$ cat src/rtl/imm_gen_pipe.sv
// imm_gen_pipe: decode-stage immediate generator with a 2-entry output FIFO.
//   clk, rst_n       : rising-edge clock, asynchronous active-low reset
//   in_valid/in_ready: instruction handshake (in_ready from registered state)
//   in_inst, in_tag  : instruction word and sideband tag (normally the PC)
//   out_valid/ready  : result handshake, head of FIFO
//   out_imm          : sign-extended immediate, XLEN wide
//   out_fmt          : 0 none, 1 I, 2 S, 3 B, 4 U, 5 J
//   out_illegal      : opcode not supported
//   out_tag          : tag carried with the instruction
module imm_gen_pipe #(
  parameter int unsigned XLEN        = 32,
  parameter int unsigned BYTE_OFFSET = 1,
  parameter int unsigned TAG_W       = 32
) (
  input  logic             clk,
  input  logic             rst_n,
  input  logic             in_valid,
  output logic             in_ready,
  input  logic [31:0]      in_inst,
  input  logic [TAG_W-1:0] in_tag,
  output logic             out_valid,
  input  logic             out_ready,
  output logic [XLEN-1:0]  out_imm,
  output logic [2:0]       out_fmt,
  output logic             out_illegal,
  output logic [TAG_W-1:0] out_tag
);

  localparam int unsigned DEPTH = 2;
  localparam int unsigned CNT_W = 2;

  localparam logic [2:0] FMT_NONE = 3'd0;
  localparam logic [2:0] FMT_I    = 3'd1;
  localparam logic [2:0] FMT_S    = 3'd2;
  localparam logic [2:0] FMT_B    = 3'd3;
  localparam logic [2:0] FMT_U    = 3'd4;
  localparam logic [2:0] FMT_J    = 3'd5;

  localparam logic [6:0] OPC_OP_IMM   = 7'b0010011;
  localparam logic [6:0] OPC_LOAD     = 7'b0000011;
  localparam logic [6:0] OPC_JALR     = 7'b1100111;
  localparam logic [6:0] OPC_MISC_MEM = 7'b0001111;
  localparam logic [6:0] OPC_OP_IMM32 = 7'b0011011;
  localparam logic [6:0] OPC_STORE    = 7'b0100011;
  localparam logic [6:0] OPC_BRANCH   = 7'b1100011;
  localparam logic [6:0] OPC_LUI      = 7'b0110111;
  localparam logic [6:0] OPC_AUIPC    = 7'b0010111;
  localparam logic [6:0] OPC_JAL      = 7'b1101111;

  typedef struct packed {
    logic [XLEN-1:0]  imm;
    logic [2:0]       fmt;
    logic             illegal;
    logic [TAG_W-1:0] tag;
  } entry_t;

  entry_t           dec;
  logic [2:0]       dec_fmt;
  logic [XLEN-1:0]  dec_imm;

  entry_t           ent_q [DEPTH];
  entry_t           ent_d [DEPTH];
  logic [CNT_W-1:0] count_q, count_d;
  logic             head_q, head_d;
  logic             tail_q, tail_d;
  logic             in_ready_q, in_ready_d;
  logic             out_valid_q, out_valid_d;
  entry_t           out_q, out_d;
  logic             push, pop;

  // Format classification; RV64-only OP-IMM-32 is illegal on 32-bit datapaths.
  always_comb begin
    dec_fmt = FMT_NONE;
    case (in_inst[6:0])
      OPC_OP_IMM, OPC_LOAD, OPC_JALR, OPC_MISC_MEM: dec_fmt = FMT_I;
      OPC_OP_IMM32: if (XLEN == 64) dec_fmt = FMT_I;
      OPC_STORE:    dec_fmt = FMT_S;
      OPC_BRANCH:   dec_fmt = FMT_B;
      OPC_LUI, OPC_AUIPC: dec_fmt = FMT_U;
      OPC_JAL:      dec_fmt = FMT_J;
      default:      dec_fmt = FMT_NONE;
    endcase
  end

  // Immediate assembly; signed casts perform the sign extension to XLEN.
  always_comb begin
    dec_imm = '0;
    case (dec_fmt)
      FMT_I: dec_imm = XLEN'($signed(in_inst[31:20]));
      FMT_S: dec_imm = XLEN'($signed({in_inst[31:25], in_inst[11:7]}));
      FMT_B: begin
        if (BYTE_OFFSET != 0)
          dec_imm = XLEN'($signed({in_inst[31], in_inst[7], in_inst[30:25],
                                   in_inst[11:8], 1'b0}));
        else
          dec_imm = XLEN'($signed({in_inst[31], in_inst[7], in_inst[30:25],
                                   in_inst[11:8]}));
      end
      FMT_U: dec_imm = XLEN'($signed({in_inst[31:12], 12'b0}));
      FMT_J: begin
        if (BYTE_OFFSET != 0)
          dec_imm = XLEN'($signed({in_inst[31], in_inst[19:12], in_inst[20],
                                   in_inst[30:21], 1'b0}));
        else
          dec_imm = XLEN'($signed({in_inst[31], in_inst[19:12], in_inst[20],
                                   in_inst[30:21]}));
      end
      default: dec_imm = '0;
    endcase
  end

  always_comb begin
    dec.imm     = dec_imm;
    dec.fmt     = dec_fmt;
    dec.illegal = (dec_fmt == FMT_NONE);
    dec.tag     = in_tag;
  end

  assign push = in_valid & in_ready_q;
  assign pop  = out_valid_q & out_ready;

  // FIFO next state; the output registers are loaded with the next head so
  // every out_* port is a flop.
  always_comb begin
    for (int i = 0; i < DEPTH; i++) ent_d[i] = ent_q[i];
    head_d  = head_q;
    tail_d  = tail_q;
    count_d = count_q;
    if (push) begin
      ent_d[tail_q] = dec;
      tail_d        = ~tail_q;
    end
    if (pop) head_d = ~head_q;
    count_d     = count_q + CNT_W'(push) - CNT_W'(pop);
    in_ready_d  = (count_d != CNT_W'(DEPTH));
    out_valid_d = (count_d != '0);
    out_d       = ent_d[head_d];
  end

  always_ff @(posedge clk or negedge rst_n) begin
    if (!rst_n) begin
      for (int i = 0; i < DEPTH; i++) ent_q[i] <= '0;
      head_q      <= 1'b0;
      tail_q      <= 1'b0;
      count_q     <= '0;
      in_ready_q  <= 1'b1;
      out_valid_q <= 1'b0;
      out_q       <= '0;
    end else begin
      for (int i = 0; i < DEPTH; i++) ent_q[i] <= ent_d[i];
      head_q      <= head_d;
      tail_q      <= tail_d;
      count_q     <= count_d;
      in_ready_q  <= in_ready_d;
      out_valid_q <= out_valid_d;
      out_q       <= out_d;
    end
  end

  assign in_ready    = in_ready_q;
  assign out_valid   = out_valid_q;
  assign out_imm     = out_q.imm;
  assign out_fmt     = out_q.fmt;
  assign out_illegal = out_q.illegal;
  assign out_tag     = out_q.tag;

endmodule
$ cat config.mk
export PLATFORM = sky130hd
export DESIGN_NAME = imm_gen_pipe
export DESIGN_NICKNAME = d
export VERILOG_FILES = /design/src/rtl/imm_gen_pipe.sv
export SDC_FILE = /design/constraint.sdc
export NUM_CORES = 1
export LEC_CHECK = 0
export BUFFER_PORTS_ARGS = -buffer_cell sky130_fd_sc_hd__buf_2
export CAP_MARGIN = 10
export CELL_PAD_IN_SITES_DETAIL_PLACEMENT = 1
export CELL_PAD_IN_SITES_GLOBAL_PLACEMENT = 1
export CORE_MARGIN = 5
export CORE_UTILIZATION = 45
export CTS_CLUSTER_DIAMETER = 120
export CTS_CLUSTER_SIZE = 25
export DETAILED_ROUTE_END_ITERATION = 6
export GPL_TIMING_DRIVEN = 0
export PLACE_DENSITY = 0.9
export SLEW_MARGIN = 20
export SYNTH_ARGS = -nofsm -noshare
export SYNTH_HDL_FRONTEND = slang
export SYNTH_SLANG_ARGS = --single-unit
$ cat constraint.sdc
create_clock -name clk -period 3.81 [get_ports clk]
set_input_delay 0.762 -clock clk [delete_from_list [all_inputs] [get_ports clk]]
set_output_delay 0.762 -clock clk [all_outputs]
set_load 0.02 [all_outputs]
==> out/results.tsv <==
metric	value	unit
HPWL after detailed placement	18000	µm
remaining antenna violation count	0	
clk root buf	clkbuf_16	
CP max FO	10	
placed cells	1270	
CTS tree	done	
largest net degree at the start of global routing	96	
wire length of the first global-routing pass	41200	µm
slew margin rel.	50.3	%
Synth area leader	dfrtp_1	
Die Y	149	µm
mapped cell area	8680	µm²
clock skew	0.0173	ns
fin area	10100	µm²
Max Cap Viol	0	
WL/cell	19.7	µm
placed inst area	9750	µm²
Syn Nets	942	
DR DRC count	0	
row count	50	
count of input and output buffers	136	
Core ar.	18800	µm²
hold_ws	0.193	ns
fraction of layout cells with a size suffix above 1	19.1	%
hold_buf cts	0	
FF+latch count, synth	210	
H-Tree Depth	1	
total track usage	23.1	%
run status	finished clean	
Pleak	0.00503	µW
Die W	149	µm
Area Growth Syn to Fin	16.4	%
initial antenna violation count	0	
worst-margin pin slew	0.746	ns
Fmax	0.357	GHz
Main synth FF type	dfrtp_1	
R2R Path End	ent_q[58]	
Total Die Area	22200	µm²
clock buffer count from CTS	12	
fill cell count	2215	
routed wire length	25300	µm
total grt overflow	0	
Clock Latency Late Sink	0.48	ns
type of the most critical hold path	in -> async	
DR pass1 iterations	4	
worst r2r src	in_ready	
setup_tns	0	ns
routability cong.	0.800	
Post-synth EDFFs	0	
Mapped Cells	872	
r2r setup slk	1.01	ns
R2R cell count	6	
Startpoint Class	register	
Initial DRC Count	353	
Clock Tree Buf Depth	3	
synthesized area per cell	9.96	µm²
library cells used by synthesis	55	
post-synth top area share	60.2	%
RSZ-0062 raised after global routing	false	
Slew Limit Fails	0	
Post-synth ARST share	100	%
final setup vio count	0	
Data required, critical path	4.14	ns
type of destination of the critical path	register	
Data arrival, critical path	3.13	ns
top cells by area, synth	dfrtp_1 (60%), nand2_1 (12%), nor2_1 (3.9%)	
I/O Pins	138	
critical path class	reg -> reg	
Final min period	2.80	ns
fin crit share	73.5	%
register area share after synthesis	60.6	%
setup bufs post-CTS	0	
Final Hold Viols	0	
Peak VDD IR	346	µV
via count of the first global-routing pass	7754	
YS warnings	0	
vias	7021	
Power per Cell Area	882	nW/µm²
Final Non-Filler Cells	1287	
diode count	0	
Vias/cell	5.46	
Initial Util	46.1	%
nets@finish	1094	
Post-CTS Resized	0	
Reg clk slew, reported paths	0.10	ns
CTS Sinks	210	
[Yosys cell counts, types with 3 or more instances]
library cell	number
and2_1	3
buf_2	7
buf_1	12
a31oi_1	44
mux2i_1	22
nand2_1	271
clkbuf_1	35
nor3_1	6
a32oi_1	6
mux2_4	8
nor2_1	90
a21oi_1	48
a311o_1	5
nand3_1	15
a2111oi_1	3
o21ai_0	22
dfrtp_1	209
nand2b_1	4
inv_1	7
o2bb2a_4	4
a21oi_2	9
[kinds of logic (layout without fill, tap and decap cells)]
group | count (synthesis) | count (layout) | share of synthesized area, %
compound gates | 157 | 157 | 12.8
xor+xnor | 4 | 4 | 0.404
fa+ha+maj | 2 | 2 | 0.288
buf+inv | 63 | 218 | 2.95
flops | 210 | 210 | 60.6
mux | 31 | 31 | 4.05
simple gates | 405 | 405 | 18.9
[registers in the layout, summed over array words and instances (netlist names)]
register	flops
out_valid	1
out_fmt	3
out_illegal	1
count_q	2
out_tag	32
tail_q	1
in_ready	1
head_q	1
ent_q	136
out_imm	32
[per-stage QoR]
| stage | worst slack [ns] | util, % | power (µW) |
|---|---|---|---|
| final | 1.01 | 53.7 | 8910 |
| after floorplan | 1.38 | - | 6150 |
| after global placement | -1.54 | 51.4 | 7290 |
| after global routing | 0.790 | 53.7 | 9500 |
| after detailed placement | 0.634 | 51.8 | 7560 |
| after CTS | 0.999 | 53.7 | 8990 |
[cells in the final DEF (no fill, tap or decap), drive strengths merged]
| cell | instances |
|---|---|
| xor2 | 2 |
| o31ai | 3 |
| nand2 | 271 |
| dfrtp | 209 |
| mux2i | 22 |
| a2111oi | 7 |
| nand2b | 4 |
| o2111a | 1 |
| nand4 | 1 |
| xnor2 | 2 |
| o2bb2a | 4 |
| or2 | 2 |
| a21oi | 57 |
| ha | 2 |
| clkbuf | 51 |
| a31oi | 44 |
| or3 | 2 |
| a21o | 2 |
| o211a | 2 |
| buf | 159 |
| nor2 | 91 |
| inv | 8 |
| dfstp | 1 |
| and2 | 3 |
| nor3 | 7 |
| nand4b | 2 |
| a32oi | 7 |
| mux2 | 9 |
| nor3b | 1 |
| and2b | 1 |
| and3 | 1 |
| nand3 | 15 |
| and3b | 1 |
| a211oi | 2 |
| nor4b | 1 |
| o22ai | 1 |
| nor2b | 1 |
| a311o | 5 |
| or3b | 1 |
| o21ai | 22 |
[power by group]
| group | internal (µW) | switching [µW] |
|---|---|---|
| combinational | 1350 | 2650 |
| clock | 637 | 750 |
| sequential | 3200 | 337 |
[worst max-delay path, stage by stage (launching register included)]
cell and delay [ns]:
dfstp_2 0.55, and3_1 0.15, clkbuf_1 0.24, buf_1 0.58, clkbuf_1 0.49, clkbuf_1 0.50, a21oi_1 0.14
[routing by layer]
metal	part of all wire, %	wire length (µm)	vias up	track usage [%]
met1	42	10500	3559	30.7
met3	4.8	1210	50	2.95
met5	0	0	-	0
li1	-	-	3206	-
met4	2.7	674	0	6.04
met2	51	12900	206	40.3
[how the worst max path moves through the flow]
stage | startpoint | end | slack [ns] | depth (start not counted)
6_report | in_ready | ent_q[58] | 1.01 | 6
5_1_grt | in_ready | out_tag[26] | 0.79 | 7
4_1_cts | in_ready | out_tag[26] | 1.0 | 7
3_5_place_dp | out_ready | out_tag[26] | 0.63 | 8
3_3_place_gp | rst_n | out_imm[12] | -1.54 | 1
2_1_floorplan | in_inst[3] | out_imm[12] | 1.38 | 8
[final cells by class]
class	instances	area [µm²]	area share, %
inverter	7	26.3	0.260
tap	260	325	3.22
buffer	56	230	2.28
clock inverter	1	16.3	0.161
clock buffer	16	337	3.33
timing repair buffer	138	746	7.38
multi-input combinational	599	3170	31.4
sequential	210	5260	52.0
Note: power is estimated with default switching activity, not from simulation.
